[config.mk]
export PLATFORM = sky130hd
export DESIGN_NAME = led_scan_ctrl
export DESIGN_NICKNAME = d
export VERILOG_FILES = /design/src/rtl/led_scan_ctrl.sv
export SDC_FILE = /design/constraint.sdc
export NUM_CORES = 1
export LEC_CHECK = 0
export CAP_MARGIN = 30
export CORE_MARGIN = 2
export CORE_UTILIZATION = 57
export CTS_BUF_LIST = sky130_fd_sc_hd__clkbuf_8 sky130_fd_sc_hd__clkbuf_16
export DETAILED_ROUTE_END_ITERATION = 8
export GPL_TIMING_DRIVEN = 0
export PLACE_DENSITY = 0.86
export SLEW_MARGIN = 20
export SYNTH_ARGS = -nofsm -noshare
export SYNTH_HDL_FRONTEND = slang
export SYNTH_SLANG_ARGS = --single-unit
[constraint.sdc]
create_clock -name clk -period 3.5 [get_ports clk]
set_clock_uncertainty 0.15 [all_clocks]
set_input_delay 1.05 -clock clk [delete_from_list [all_inputs] [get_ports clk]]
set_output_delay 1.05 -clock clk [all_outputs]
set_load 0.01 [all_outputs]
[src/rtl/led_scan_ctrl.sv]
// -----------------------------------------------------------------------------
// led_scan_ctrl
//   Multiplexed 7-segment display scanner with hex glyph decode, leading-zero
//   blanking and a debounced push button that freezes the displayed value.
//
// Ports
//   clk       in   1            system clock, rising edge
//   rst_n     in   1            asynchronous active-low reset
//   button    in   1            raw push button, 1 = pressed
//   value     in   4*N_DIGITS   hex nibble per digit, digit 0 rightmost
//   dp        in   N_DIGITS     decimal point per digit, 1 = lit
//   blank_lz  in   1            1 = blank leading zeros
//   led_en    out  N_DIGITS     digit anodes, active-low
//   led_cx    out  8            segments CA..CG in [6:0], DP in [7], active-low
//   frozen    out  1            1 = display shows the captured snapshot
// -----------------------------------------------------------------------------
module led_scan_ctrl #(
    parameter int N_DIGITS   = 8,
    parameter int SCAN_DIV   = 100000,
    parameter int DEB_CYCLES = 1000000
) (
    input  logic                    clk,
    input  logic                    rst_n,
    input  logic                    button,
    input  logic [4*N_DIGITS-1:0]   value,
    input  logic [N_DIGITS-1:0]     dp,
    input  logic                    blank_lz,
    output logic [N_DIGITS-1:0]     led_en,
    output logic [7:0]              led_cx,
    output logic                    frozen
);

    localparam int DIV_W = $clog2(SCAN_DIV);
    localparam int IDX_W = (N_DIGITS > 1) ? $clog2(N_DIGITS) : 1;
    localparam int DEB_W = $clog2(DEB_CYCLES);

    function automatic logic [6:0] hex_glyph(input logic [3:0] n);
        logic [6:0] g;
        case (n)
            4'h0: g = 7'h40;
            4'h1: g = 7'h79;
            4'h2: g = 7'h24;
            4'h3: g = 7'h30;
            4'h4: g = 7'h19;
            4'h5: g = 7'h12;
            4'h6: g = 7'h02;
            4'h7: g = 7'h78;
            4'h8: g = 7'h00;
            4'h9: g = 7'h10;
            4'hA: g = 7'h08;
            4'hB: g = 7'h03;
            4'hC: g = 7'h46;
            4'hD: g = 7'h21;
            4'hE: g = 7'h06;
            default: g = 7'h0E;
        endcase
        return g;
    endfunction

    // ---------------------------------------------------------------- scan
    logic [DIV_W-1:0]       r_div;
    logic [IDX_W-1:0]       r_idx;
    logic [N_DIGITS-1:0]    r_led_en;
    logic [7:0]             r_led_cx;
    logic                   w_tick;

    assign w_tick = (r_div == DIV_W'(SCAN_DIV - 1));

    always_ff @(posedge clk or negedge rst_n) begin
        if (!rst_n) begin
            r_div <= '0;
            r_idx <= '0;
        end else if (w_tick) begin
            r_div <= '0;
            r_idx <= (r_idx == IDX_W'(N_DIGITS - 1)) ? '0 : r_idx + IDX_W'(1);
        end else begin
            r_div <= r_div + DIV_W'(1);
        end
    end

    // ---------------------------------------------------------- debounce
    logic                   r_sync1;
    logic                   r_sync2;
    logic                   r_deb;
    logic                   r_deb_d;
    logic [DEB_W-1:0]       r_deb_cnt;
    logic                   w_rise;

    // With a 1-bit level, "differs from the debounced level" is the same as
    // "equals the new level", so the counter restarts on any bounce back.
    always_ff @(posedge clk or negedge rst_n) begin
        if (!rst_n) begin
            r_sync1   <= 1'b0;
            r_sync2   <= 1'b0;
            r_deb     <= 1'b0;
            r_deb_d   <= 1'b0;
            r_deb_cnt <= '0;
        end else begin
            r_sync1 <= button;
            r_sync2 <= r_sync1;
            r_deb_d <= r_deb;
            if (r_sync2 == r_deb) begin
                r_deb_cnt <= '0;
            end else if (r_deb_cnt == DEB_W'(DEB_CYCLES - 1)) begin
                r_deb     <= r_sync2;
                r_deb_cnt <= '0;
            end else begin
                r_deb_cnt <= r_deb_cnt + DEB_W'(1);
            end
        end
    end

    assign w_rise = r_deb & ~r_deb_d;

    // ------------------------------------------------------------ freeze
    logic                   r_frozen;
    logic [4*N_DIGITS-1:0]  r_snap_val;
    logic [N_DIGITS-1:0]    r_snap_dp;

    always_ff @(posedge clk or negedge rst_n) begin
        if (!rst_n) begin
            r_frozen   <= 1'b0;
            r_snap_val <= '0;
            r_snap_dp  <= '0;
        end else if (w_rise) begin
            r_frozen <= ~r_frozen;
            if (!r_frozen) begin
                r_snap_val <= value;
                r_snap_dp  <= dp;
            end
        end
    end

    // ---------------------------------------------------- glyph selection
    logic [4*N_DIGITS-1:0]  w_src_val;
    logic [N_DIGITS-1:0]    w_src_dp;
    logic [3:0]             w_nib;
    logic                   w_dp_bit;
    logic                   w_blank;
    logic [7:0]             w_cx;

    assign w_src_val = r_frozen ? r_snap_val : value;
    assign w_src_dp  = r_frozen ? r_snap_dp  : dp;

    // Walk from the top digit down, tracking whether everything above (and
    // including) the current digit is zero; digit 0 is never blanked.
    always_comb begin
        logic w_zero_above;
        w_nib        = 4'h0;
        w_dp_bit     = 1'b0;
        w_blank      = 1'b0;
        w_zero_above = 1'b1;
        for (int i = N_DIGITS - 1; i >= 0; i--) begin
            w_zero_above = w_zero_above && (w_src_val[4*i +: 4] == 4'h0);
            if (r_idx == IDX_W'(i)) begin
                w_nib    = w_src_val[4*i +: 4];
                w_dp_bit = w_src_dp[i];
                w_blank  = blank_lz && (i != 0) && w_zero_above;
            end
        end
    end

    assign w_cx = {~w_dp_bit, w_blank ? 7'h7F : hex_glyph(w_nib)};

    // Anode and segments are loaded on the same edge so they never disagree.
    always_ff @(posedge clk or negedge rst_n) begin
        if (!rst_n) begin
            r_led_en <= '1;
            r_led_cx <= 8'hFF;
        end else if (w_tick) begin
            r_led_en <= ~(N_DIGITS'(1) << r_idx);
            r_led_cx <= w_cx;
        end
    end

    assign led_en = r_led_en;
    assign led_cx = r_led_cx;
    assign frozen = r_frozen;

endmodule

==> impl_metrics.ini <==
[critical_path]
reg2reg_from = r_idx[2]
cp.required_ps = 3640
cp_slowest_cell = clkdlybuf4s50_1
cp-start-kind = input pin
slowest_delay_ps = 510
critical_path.cell_chain = clkdlybuf4s50_1 -> mux2i_1 -> o22a_1 -> a211o_1 -> o21a_1 -> inv_2 -> ha_1 -> inv_1 -> mux4_2 -> a2bb2oi_1
criticalPathCategory = in2reg
path_max_fanout = 5
r2r_end = led_cx[3]
arrival_ps = 3540
endpoint_kind = register
crit_family = compound AO/OA/AOI/OAI gates
worst-path-buf-inv = 3
r2r_setup_slack_ps = 220
reg2reg_depth = 13

[cts]
cts.clk_slew.worst_paths_ps = 100
cts.sinks = 101
clk_path_buf_depth = 2
cts_root_buffer = clkbuf_8
cts_buffers = 9
insertion_delay_ps = 360
hold_buffers = 0
h-tree-depth = 3
cts_tree = yes

[hold_path]
hold_depth = 0
min_from = r_sync1
min_path_type = reg2reg
min_to = r_sync2

[drt]
wire_per_inst_um = 18.1
via_per_inst = 5.92
drt-initial-drc-count = 277
wl_met1_mm = 5.70
ant_nets = 0
wl_met3_um = 842
topRoutingLayerUsed = met4
drt_wl_total_mm = 13.3
wl_met2_mm = 6.41
drc_errors = 0
vias = 4359
drtPass1Iterations = 5

[synthesis]
synth_edf_count = 0
synthCells = 527
synth_cell_type_count = 69
synthArstFlopShare_pct = 100
yosys-top-cells-area = dfrtp_1, mux2_2, dfstp_2
syn_nets = 585
ys_ff_latch = 101
synth-warning-count = 0
ys_seq_area_share_pct = 45.8
post-synth-top-area-fraction_pct = 38.2
yosys_most_used_dff = dfrtp_1
yosysTopAreaCell = dfrtp_1
synth_area_per_cell_um2 = 10.6
netlist_area_um2 = 5560

[final_layout]
diodes = 0
final_cell_mix = dfrtp_1, nor2_1, clkdlybuf4s50_1
regArea_um2 = 2550
multi_input_area_um2 = 2850
nets = 656
fillers = 741
final_common_cell = dfrtp_1
areaGrowthSynthToFinish_pct = 19.3
final_util_pct = 68.8
drive_gt1_share_pct = 19.1

[sta]
hold_violations = 0
period_minus_slack_ps = 3410
worst_slew_pin_slew_ps = 573
max_freq_mhz = 294
totalNegativeSetupSlack_ps = 0
fin_crit_sh_pct = 97.3
maxSlewHeadroom_pct = 61.7
slew_violations = 0
setup_viol = 0

[floorplan]
die_x_um = 103
ios = 61
die_y_um = 103
std_cell_rows = 36
start_util_pct = 57.7
die-area_um2 = 10600
coreArea_um2 = 9640

[place]
gp_congestion = 0.965
io_buffers = 60
dp_hpwl_mm = 9.72

[global_routing]
grt_pass1_vias = 4434
grt_antenna_before_repair = 0
grt_use_total_pct = 27.0
grt_max_degree = 72
grt_pass1_wl_mm = 21.9
grt_overflow_total = 0

[run_status]
status = completed

[power]
irDropWorstVdd_v = 0.000329
power_leakage_nw = 2.81
power.density_nw_per_um2 = 329

[job]
max_cap_viol_count = 0
[registers in the layout, indices dropped and copies added (netlist names)]
name and count:
frozen 1, led_cx 8, led_en 8, r_deb 1
r_deb_cnt 20, r_deb_d 1, r_div 17, r_idx 3
r_snap_dp 8, r_snap_val 32, r_sync1 1, r_sync2 1
[per-layer routing]
layer  vias up  global-route usage [%]
met1      2134                    35.8
met5         -                       0
met2       172                    44.2
met3        29                    6.10
met4         0                    9.11
li1       2024                       -
[cell usage after synthesis (3+ instances only)]
| master | number |
|---|---|
| mux2i_1 | 37 |
| a21oi_1 | 20 |
| xor2_1 | 21 |
| nand2_1 | 26 |
| o21ai_0 | 14 |
| nor4_1 | 10 |
| mux2_2 | 42 |
| o22a_1 | 4 |
| nand3_1 | 25 |
| nor3_1 | 12 |
| buf_2 | 10 |
| a22oi_1 | 3 |
| o221ai_1 | 3 |
| ha_1 | 14 |
| inv_1 | 14 |
| xnor2_1 | 12 |
| and3_1 | 3 |
| dfstp_2 | 16 |
| nor2_1 | 59 |
| a31oi_1 | 5 |
| clkbuf_1 | 5 |
| and2_1 | 4 |
| o21a_1 | 3 |
| dfrtp_1 | 85 |
| and4_1 | 3 |
| nand4_1 | 6 |
| nand2b_1 | 9 |
| nor2b_1 | 4 |
| buf_6 | 4 |
| buf_4 | 5 |
[through the flow]
| stage | setup WS [ps] | hold slack [ps] | power (mW) | area [µm²] | instances |
|---|---|---|---|---|---|
| CTS | 18.5 | 216 | 2.19 | 6600 | 737 |
| floorplan | 492 | 181 | 1.25 | 5560 | 527 |
| global route | -4.47 | 225 | 2.25 | 6630 | 736 |
| detailed placement | -414 | 195 | 1.35 | 6360 | 721 |
| finish | 94.9 | 210 | 2.18 | 6630 | 736 |
| global placement | -2310 | 182 | 1.34 | 6330 | 720 |
[kinds of logic after synthesis]
kind of cell	share of synthesized area (%)
AOI/OAI and AO/OA	9.76
xor gates and xnor gates	5.20
adders and majority gates	3.15
buffers and inverters	3.73
DFF	45.8
muxes	16.4
and+or+nand+nor	16.0
[worst max path at each step]
stage / from / end / slack (ps) / depth (start not counted)
after detailed placement: value[28] / led_cx[3] / -410 / 10
after floorplan: value[16] / led_cx[3] / 490 / 8
after CTS: value[28] / led_cx[3] / 20 / 10
final: value[29] / led_cx[3] / 90 / 10
after global routing: value[28] / led_cx[3] / -4 / 10
after global placement: rst_n / r_div[14] / -2310 / 1
[power by group]
| group | total (mW) | switching, mW | internal [mW] |
|---|---|---|---|
| Sequential | 1.17 | 0.00384 | 1.17 |
| Combinational | 0.157 | 0.0821 | 0.0751 |
| Clock | 0.851 | 0.421 | 0.430 |
[cell type report]
| type | count | area share, % |
|---|---|---|
| timing repair buffer | 61 | 9.49 |
| buffer | 24 | 2.38 |
| inverter | 14 | 0.792 |
| clock buffer | 10 | 2.08 |
| tap | 133 | 2.51 |
| multi-input combinational | 387 | 42.9 |
| clock inverter | 6 | 1.41 |
| sequential | 101 | 38.4 |
[repair_timing]
| item | 4_1_cts | 5_1_grt |
|---|---|---|
| resized for setup | 3 | 12 |
| endpoints found under the setup margin | 1 | 2 |
| pin swaps | 0 | 1 |
| buffers inserted | 0 | 0 |
[worst reg2reg max path, delay by kind of cell, from the launching register on]
| family | cells | cell delay, ps |
|---|---|---|
| adders and majority gates | 2 | 480 |
| and+or+nand+nor | 1 | 80 |
| DFF | 1 | 420 |
| AOI/OAI and AO/OA | 3 | 730 |
| buffers and inverters | 6 | 900 |
| muxes | 1 | 460 |
Power figures use the tool's default switching activity.
